--- src/rtl/fifo_axi_wr_master.sv ---
// Drains the 128-bit write FIFO into fixed-length AXI4 INCR write bursts,
// one burst outstanding, walking a wrapping address region.
module fifo_axi_wr_master #(
    parameter int unsigned       ADDR_W       = 32,
    parameter int unsigned       BURST_LEN    = 4,
    parameter logic [ADDR_W-1:0] BASE_ADDR    = '0,
    parameter logic [ADDR_W-1:0] REGION_BYTES = 'h1000
) (
    input  logic              clk,
    input  logic              rst,
    input  logic              enable,
    output logic              fifo_rd_en,
    input  logic              fifo_empty,
    input  logic [127:0]      fifo_rd_data,
    output logic [ADDR_W-1:0] awaddr,
    output logic [7:0]        awlen,
    output logic [2:0]        awsize,
    output logic [1:0]        awburst,
    output logic              awvalid,
    input  logic              awready,
    output logic [127:0]      wdata,
    output logic [15:0]       wstrb,
    output logic              wlast,
    output logic              wvalid,
    input  logic              wready,
    input  logic [1:0]        bresp,
    input  logic              bvalid,
    output logic              bready,
    output logic              burst_done,
    output logic              err
);

    typedef enum logic [1:0] {IDLE, ADDR, DATA, RESP} state_t;

    localparam logic [8:0]        BEATS       = 9'(BURST_LEN);
    localparam logic [8:0]        LAST_BEAT   = 9'(BURST_LEN - 1);
    localparam logic [ADDR_W-1:0] BURST_BYTES = ADDR_W'(BURST_LEN * 16);
    localparam logic [ADDR_W-1:0] REGION_END  = BASE_ADDR + REGION_BYTES;

    state_t             state_q, state_d;
    logic [ADDR_W-1:0]  awaddr_q, awaddr_d;
    logic [8:0]         popped_q, popped_d;
    logic [8:0]         sent_q, sent_d;
    logic               pend_q, pend_d;
    logic               hold_full_q, hold_full_d;
    logic [127:0]       wdata_q, wdata_d;
    logic               err_q, err_d;

    logic               w_fire;
    logic               b_fire;
    logic               resp_err;

    assign awlen    = 8'(BURST_LEN - 1);
    assign awsize   = 3'b100;
    assign awburst  = 2'b01;
    assign wstrb    = 16'hFFFF;
    assign awaddr   = awaddr_q;
    assign awvalid  = (state_q == ADDR);
    assign bready   = (state_q == RESP);

    // The holding register counts as full from the cycle the popped word is on
    // fifo_rd_data; that word is shown directly and captured for later stalls.
    assign wvalid   = hold_full_q;
    assign wdata    = pend_q ? fifo_rd_data : wdata_q;
    assign wlast    = hold_full_q && (sent_q == LAST_BEAT);
    assign w_fire   = hold_full_q && wready;
    assign b_fire   = (state_q == RESP) && bvalid;
    assign resp_err = b_fire && (bresp != 2'b00);

    assign burst_done = b_fire;
    assign err        = err_q || resp_err;

    // A pop issued last cycle has already landed in the holding register, so
    // the full/drain condition alone keeps at most one word in flight.
    assign fifo_rd_en = (state_q == DATA) && !fifo_empty && (popped_q < BEATS) &&
                        (!hold_full_q || w_fire);

    always_comb begin
        state_d     = state_q;
        awaddr_d    = awaddr_q;
        popped_d    = popped_q;
        sent_d      = sent_q;
        hold_full_d = hold_full_q;
        wdata_d     = wdata_q;
        pend_d      = fifo_rd_en;
        err_d       = err;

        if (pend_q) begin
            wdata_d = fifo_rd_data;
        end

        if (fifo_rd_en) begin
            hold_full_d = 1'b1;
            popped_d    = popped_q + 9'd1;
        end else if (w_fire) begin
            hold_full_d = 1'b0;
        end

        if (w_fire) begin
            sent_d = sent_q + 9'd1;
        end

        case (state_q)
            IDLE: begin
                if (enable && !fifo_empty) begin
                    state_d = ADDR;
                end
            end
            ADDR: begin
                if (awready) begin
                    state_d = DATA;
                end
            end
            DATA: begin
                if (w_fire && wlast) begin
                    state_d  = RESP;
                    popped_d = '0;
                    sent_d   = '0;
                end
            end
            RESP: begin
                if (bvalid) begin
                    state_d = IDLE;
                    if (awaddr_q + BURST_BYTES == REGION_END) begin
                        awaddr_d = BASE_ADDR;
                    end else begin
                        awaddr_d = awaddr_q + BURST_BYTES;
                    end
                end
            end
            default: state_d = IDLE;
        endcase
    end

    always_ff @(posedge clk or negedge rst) begin
        if (!rst) begin
            state_q     <= IDLE;
            awaddr_q    <= BASE_ADDR;
            popped_q    <= '0;
            sent_q      <= '0;
            pend_q      <= 1'b0;
            hold_full_q <= 1'b0;
            wdata_q     <= '0;
            err_q       <= 1'b0;
        end else begin
            state_q     <= state_d;
            awaddr_q    <= awaddr_d;
            popped_q    <= popped_d;
            sent_q      <= sent_d;
            pend_q      <= pend_d;
            hold_full_q <= hold_full_d;
            wdata_q     <= wdata_d;
            err_q       <= err_d;
        end
    end

endmodule
--- config.mk ---
export PLATFORM = sky130hd
export DESIGN_NAME = fifo_axi_wr_master
export DESIGN_NICKNAME = d
export VERILOG_FILES = /design/src/rtl/fifo_axi_wr_master.sv
export SDC_FILE = /design/constraint.sdc
export NUM_CORES = 1
export LEC_CHECK = 0
export CELL_PAD_IN_SITES_DETAIL_PLACEMENT = 0
export CELL_PAD_IN_SITES_GLOBAL_PLACEMENT = 1
export CORE_MARGIN = 8
export CORE_UTILIZATION = 46
export CTS_BUF_LIST = sky130_fd_sc_hd__clkbuf_8
export DETAILED_ROUTE_END_ITERATION = 8
export DONT_BUFFER_PORTS = 1
export MAX_ROUTING_LAYER = met4
export PLACE_DENSITY_LB_ADDON = 0.1
export RECOVER_POWER = 50
export SLEW_MARGIN = 20
export SYNTH_ARGS = -nofsm -noshare
export SYNTH_HDL_FRONTEND = slang
export SYNTH_SLANG_ARGS = --single-unit
export TNS_END_PERCENT = 10
--- constraint.sdc ---
create_clock -name clk -period 2.4 [get_ports clk]
set_clock_uncertainty 0.05 [all_clocks]
set_input_delay 0.48 -clock clk [delete_from_list [all_inputs] [get_ports clk]]
set_output_delay 0.48 -clock clk [all_outputs]
set_load 0.02 [all_outputs]
==> run summary, run 1 <==
post-synthesis cell area: 7690 sq um
slowest CP cell: dfrtp_2
CP peak stage delay: 460 ps
Hold WC Path Type: in -> async
violated checks: hold timing
Sw Ratio: 42.2%
DRC: 0
sequential power share: 40.5%
routed vias: 4,508
Max Cap Violations: 0
yosys warns: 0
number of global-route vias before repair: 4,720
leading area contributor after synthesis: dfrtp_1
Post-synth EDFFs: 0
First-pass DRT Iterations: 5
total gr overflow: 0
cell mode on critical path: buf_4
most frequent cells in the layout: dfrtp_1 (170), mux2_1 (72), mux2_2 (56)
Final Hold Viols: 177
FF-to-FF path depth: 9
combinational fraction of design power: 40.9%
detailed placer's ending HPWL: 15,200 um
Final WS setup: 98.0 ps
Synth area leaders: dfrtp_1 (58%), mux2_2 (19%), buf_4 (3.6%), xnor2_1 (3.1%), ha_1 (1.5%)
first-pass GRT wire length: 30,600 um
Final setup viols: 0
1st-iter DRT viols: 203
Setup crit start kind: flop
max-slew violations: 0
peak supply drop: 0.592 mV
Synth cell types: 49
Num CTS Buffers: 17
commonest non-fill, non-tap cell in the layout: dfrtp_1
outcome: finished, violations left
GRT Util Overall: 19.2%
RSZ-0062 raised after global routing: true
Worst setup EP type: output port
setup slack at placement: 28.0 ps
syn_area_per_cell: 13.1 sq um
final design utilization: 52.6%
Die X: 145 um
critical-path cell list: nor4_4, nand3b_1, nor4_2, buf_4, buf_4
Post-Synthesis Cells: 587
min cycle time layout: 2300 ps
WL/cell: 23.3 um
Synth top area share: 57.6%
Starting Density: 46.7%
f_max: 434 MHz
Sink Count: 177
Worst-path clk slew: 90 ps
Synth Flop Type: dfrtp_1
count of nets after finishing: 774
H-Tree Level Count: 4
initial antenna violation count: 1
register area share after synthesis: 57.6%
worst-path fanout max: 5
CORE AREA: 16,500 sq um
WP data arrival: 1770 ps
hold slack: -314 ps
clock share of power: 18.6%
final WL: 20,100 um
largest net degree at the start of global routing: 178
post-route cell area: 8660 sq um
layout cells sized above 1: 24.8%
DIE AREA: 21,100 sq um
P&R area growth vs syn: 12.6%
I/O Buffers: 0
leakage power figure: 0.00388 uW
placer congestion estimate: 0.848
async set or reset register ratio after synthesis: 100%
Clock Path Buffers: 2
CTS tree: built
cell internal pwr: 6520 uW
# rows: 47
Die Y: 145 um
Crit Path Category: reg -> out
PD cells: 1300 nW/um^2
Seq cells post-synth: 177
fin crit share: 95.9%
post-route ant nets: 0
Root Driver: clkbuf_8
data required time of the worst path: 1870 ps
Clock Latency Late Sink: 430 ps
Cell Area, Placed: 8070 sq um
P_sw: 4760 uW
Ports: 333
via/cell ratio: 5.24
==> power by group through the flow <==
stage | registers [uW] | logic [uW] | clock network [uW]
5_1_grt | 4700 | 4900 | 2300
3_3_place_gp | 4590 | 4740 | 0
6_report | 4570 | 4610 | 2090
2_1_floorplan | 4560 | 3910 | 0
3_5_place_dp | 4650 | 4790 | 0
4_1_cts | 4590 | 4890 | 2170
==> state kept, by name (all words and copies together), names as in the netlist <==
name	count
pend_q	1
sent_q	9
err_q	1
wvalid	1
wdata_q	128
popped_q	9
state_q	2
awaddr	26
==> critical path: cells and delay by family (launching register included) <==
family        cells  cell delay (ps)
buf+inv           2              300
flops             1              460
simple gates      3              590
==> cell usage after synthesis, types with 3 or more instances <==
cell and n:
nor3_1 7, nor4_1 9, and4_1 3, xor2_1 10
and3_1 4, inv_1 12, xnor2_1 27, and2_1 8
a21oi_1 7, nor2_1 24, nand3_1 19, nand4_1 14
ha_1 9, buf_4 37, nand2_1 25, dfrtp_1 177
buf_2 5, o21ai_1 3, or3_1 4, mux2i_1 4
o21ai_0 4, clkbuf_1 15, mux2_2 128
==> through the flow <==
step / hold slack [ps] / power, uW / TNS [ps] / cells
floorplan: 134 / 8470 / 0 / 620
global placement: 140 / 9330 / 0 / 820
detailed placement: 141 / 9440 / 0 / 820
CTS: -350 / 11600 / 0 / 859
global route: -371 / 11900 / -260 / 861
finish: -314 / 11300 / 0 / 861
==> worst paths after layout <==
path,start,to,slack [ps]
min in group clk,wready,wvalid,90
worst max-delay path,sent_q[4],wlast,100
worst min register to register,sent_q[8],sent_q[8],420
worst max register to register,awaddr[6],awaddr[12],100
worst min-delay path,rst,wdata_q[18],-310
max in group asynchronous,rst,pend_q,2230
==> timing repair <==
action	CTS	global route
endpoints found under the setup margin	91	10
pin swaps	2	6
endpoints found under the hold margin	177	177
buffers inserted	7	1
resized for setup	7	17
gates cloned	1	0
==> kinds of logic after synthesis <==
group / after synthesis / synth area share [%]
other: 2 / 0.0976
buffers and inverters: 70 / 5.30
adder cells (fa/ha/maj): 9 / 1.46
multiplexers: 132 / 19.3
AND/OR/NAND/NOR: 128 / 9.24
XOR/XNOR: 37 / 4.21
flip-flops: 177 / 57.6
AO/OA/AOI/OAI: 32 / 2.88
==> metal layers <==
metal  GRT usage, %  part of all wire [%]
met1           21.0                    39
met2           32.9                    53
met3           6.90                   6.8
met4           4.79                   1.1
met5              -                     0
==> layout make-up <==
class	instances	area [sq um]
Clock inverter	14	168
Inverter	12	45.0
Sequential cell	177	4440
Tap cell	220	275
Antenna cell	1	2.50
Timing Repair Buffer	47	413
Clock buffer	17	234
Multi-Input combinational cell	373	3080
Fill cell	1385	7800
(Power assumes the default switching activity.)
==> inputs of run 2 (changes only) <==
Settings changed: CTS_CLUSTER_SIZE set to 16, TNS_END_PERCENT 10 to not set.
==> run 2 against run 1 <==
The flow still finishes with violations (hold timing). Clock power barely moved. Via count is 0.18% lower. Core utilization increased by 0.17 points. Sequential power barely moved. Fmax rose by 0.26%. Setup slack better by 5.9 ps. Combinational power about the same. Hold slack better by 0.58 ps. Sequential cell count unchanged.
==> run summary, run 2 (same netlist as run 1, synthesis figures left out) <==
P&R area growth vs syn: 12.9%
cell internal pwr: 6530 uW (+0.21%)
Die Y: 145 um (unchanged)
placer congestion estimate: 0.848 (unchanged)
post-route ant nets: 0 (unchanged)
first-pass GRT wire length: 30,600 um (unchanged)
number of global-route vias before repair: 4,720 (unchanged)
Biggest register: wdata_q
total power: 11,300 uW (+0.20%)
Largest delay share family, worst path: flip-flops
DIE AREA: 21,100 sq um (unchanged)
Sw Ratio: 42.2% (about the same)
CP peak stage delay: 400 ps (-60 ps)
Non-Filler Instances: 863 (+0.23%)
final design utilization: 52.8% (+0.17 points)
max reg flops: 128 (unchanged)
via/cell ratio: 5.21 (-0.41%)
Num CTS Buffers: 17 (unchanged)
WP data arrival: 1770 ps (about the same)
CORE AREA: 16,500 sq um (unchanged)
Root Driver: clkbuf_8
Final setup viols: 0 (unchanged)
final WL: 20,100 um (-0.14%)
Inst Count DP: 820 (unchanged)
violated checks: hold timing
fin crit share: 95.7% (-0.24 points)
# rows: 47 (unchanged)
max-slew violations: 0 (unchanged)
largest net degree at the start of global routing: 178 (unchanged)
DRC: 0 (unchanged)
combinational fraction of design power: 41.0% (about the same)
clock share of power: 18.5% (about the same)
hold slack: -314 ps (+0.580 ps)
routed vias: 4,500 (-0.18%)
Filler cells: 1,385 (unchanged)
cell mode on critical path: inv_2
WP buf/inv: 3 (+1)
CTS tree: built
f_max: 436 MHz (+0.26%)
Starting Density: 46.7% (unchanged)
min cycle time layout: 2300 ps (-5.87 ps)
leakage power figure: 0.00389 uW (+0.23%)
H-Tree Level Count: 4 (unchanged)
total gr overflow: 0 (unchanged)
commonest non-fill, non-tap cell in the layout: dfrtp_1
Worst setup EP type: output port
Clock Path Buffers: 2 (unchanged)
outcome: finished, violations left
most frequent cells in the layout: dfrtp_1 (169), mux2_1 (74), mux2_2 (54)
detailed placer's ending HPWL: 15,200 um (unchanged)
WL/cell: 23.3 um (-0.37%)
Die X: 145 um (unchanged)
Final WS setup: 104 ps (+5.87 ps)
GRT Util Overall: 19.2% (unchanged)
Worst-path clk slew: 90 ps (about the same)
P_sw: 4770 uW (+0.18%)
RSZ-0062 raised after global routing: true
Ports: 333 (unchanged)
setup slack at placement: 28.0 ps (unchanged)
sequential power share: 40.5% (about the same)
peak supply drop: 0.579 mV (-2.2%)
Clock Latency Late Sink: 430 ps (about the same)
Crit Path Category: reg -> out
layout cells sized above 1: 24.9% (+0.078 points)
count of nets after finishing: 776 (+0.26%)
Sink Count: 177 (unchanged)
critical-path cell list: inv_2, ha_4, inv_2, nor4_4, nand3_1, a21oi_2, buf_6
1st-iter DRT viols: 185 (-8.9%)
Max Cap Violations: 0 (unchanged)
Hold WC Path Type: in -> async
Final Hold Viols: 177 (unchanged)
PD cells: 1300 nW/um^2 (-0.13%)
initial antenna violation count: 1 (unchanged)
slowest CP cell: dfrtp_1
First-pass DRT Iterations: 4 (-1)
I/O Buffers: 0 (unchanged)
worst-path fanout max: 2 (-3)
Setup crit start kind: flop
data required time of the worst path: 1870 ps (about the same)
[run 2: per-layer routing]
metal / GRT usage [%] / routed length (um) / vias to the layer above
met5: - / 0 / -
met4: 4.79 / 222 / 0
met3: 6.90 / 1360 / 13
met2: 32.9 / 10600 / 166
met1: 21.0 / 7850 / 2257
li1: - / - / 2064
[run 2: power by group through the flow]
stage | clock (uW) | sequential [uW] | combinational (uW)
global route | 2300 | 4700 | 4920
floorplan | 0 | 4560 | 3910
CTS | 2170 | 4590 | 4890
detailed placement | 0 | 4650 | 4790
finish | 2100 | 4570 | 4630
global placement | 0 | 4590 | 4740
[run 2: timing repair]
item                                    4_1_cts  5_1_grt
cloned                                        1        0
gates resized for setup                       7       21
endpoints found under the setup margin       91       10
pin swaps                                     2        6
buffers inserted                              7        5
hold endpoints to repair                    177      177
[run 2: worst reg2reg max path: cells and delay by family (launching register included)]
kind | cells | cell delay (ps)
adder cells (fa/ha/maj) | 1 | 210
AND/OR/NAND/NOR | 5 | 930
flip-flops | 1 | 420
AO/OA/AOI/OAI | 3 | 570
[run 2: per-stage QoR]
step | instance area (sq um) | hold slack, ps | TNS (ps)
after global routing | 8690 | -371 | -164
after CTS | 8580 | -350 | 0
after floorplan | 7840 | 134 | 0
after detailed placement | 8070 | 141 | 0
after global placement | 8070 | 140 | 0
final | 8690 | -314 | 0
[run 2: path summary, 6_finish.rpt]
check / startpoint / endpoint / slack, ps / cells after the start
worst max register to register: awaddr[6] / awaddr[12] / 110 / 9
max in group asynchronous: rst / pend_q / 2240 / 0
min in group clk: wready / wvalid / 90 / 1
worst max-delay path: state_q[0] / fifo_rd_en / 100 / 7
worst min-delay path: rst / wdata_q[18] / -310 / 0
worst min register to register: sent_q[8] / sent_q[8] / 420 / 1
[run 2: cell type report]
class                           instances  area [sq um]  share of cell area, %
Antenna cell                            1          2.50                 0.0288
Sequential cell                       177          4440                   51.1
Multi-Input combinational cell        373          3090                   35.6
Clock buffer                           17           234                   2.69
Timing Repair Buffer                   49           432                   4.97
Clock inverter                         14           168                   1.93
Inverter                               12          45.0                  0.518
Tap cell                              220           275                   3.17
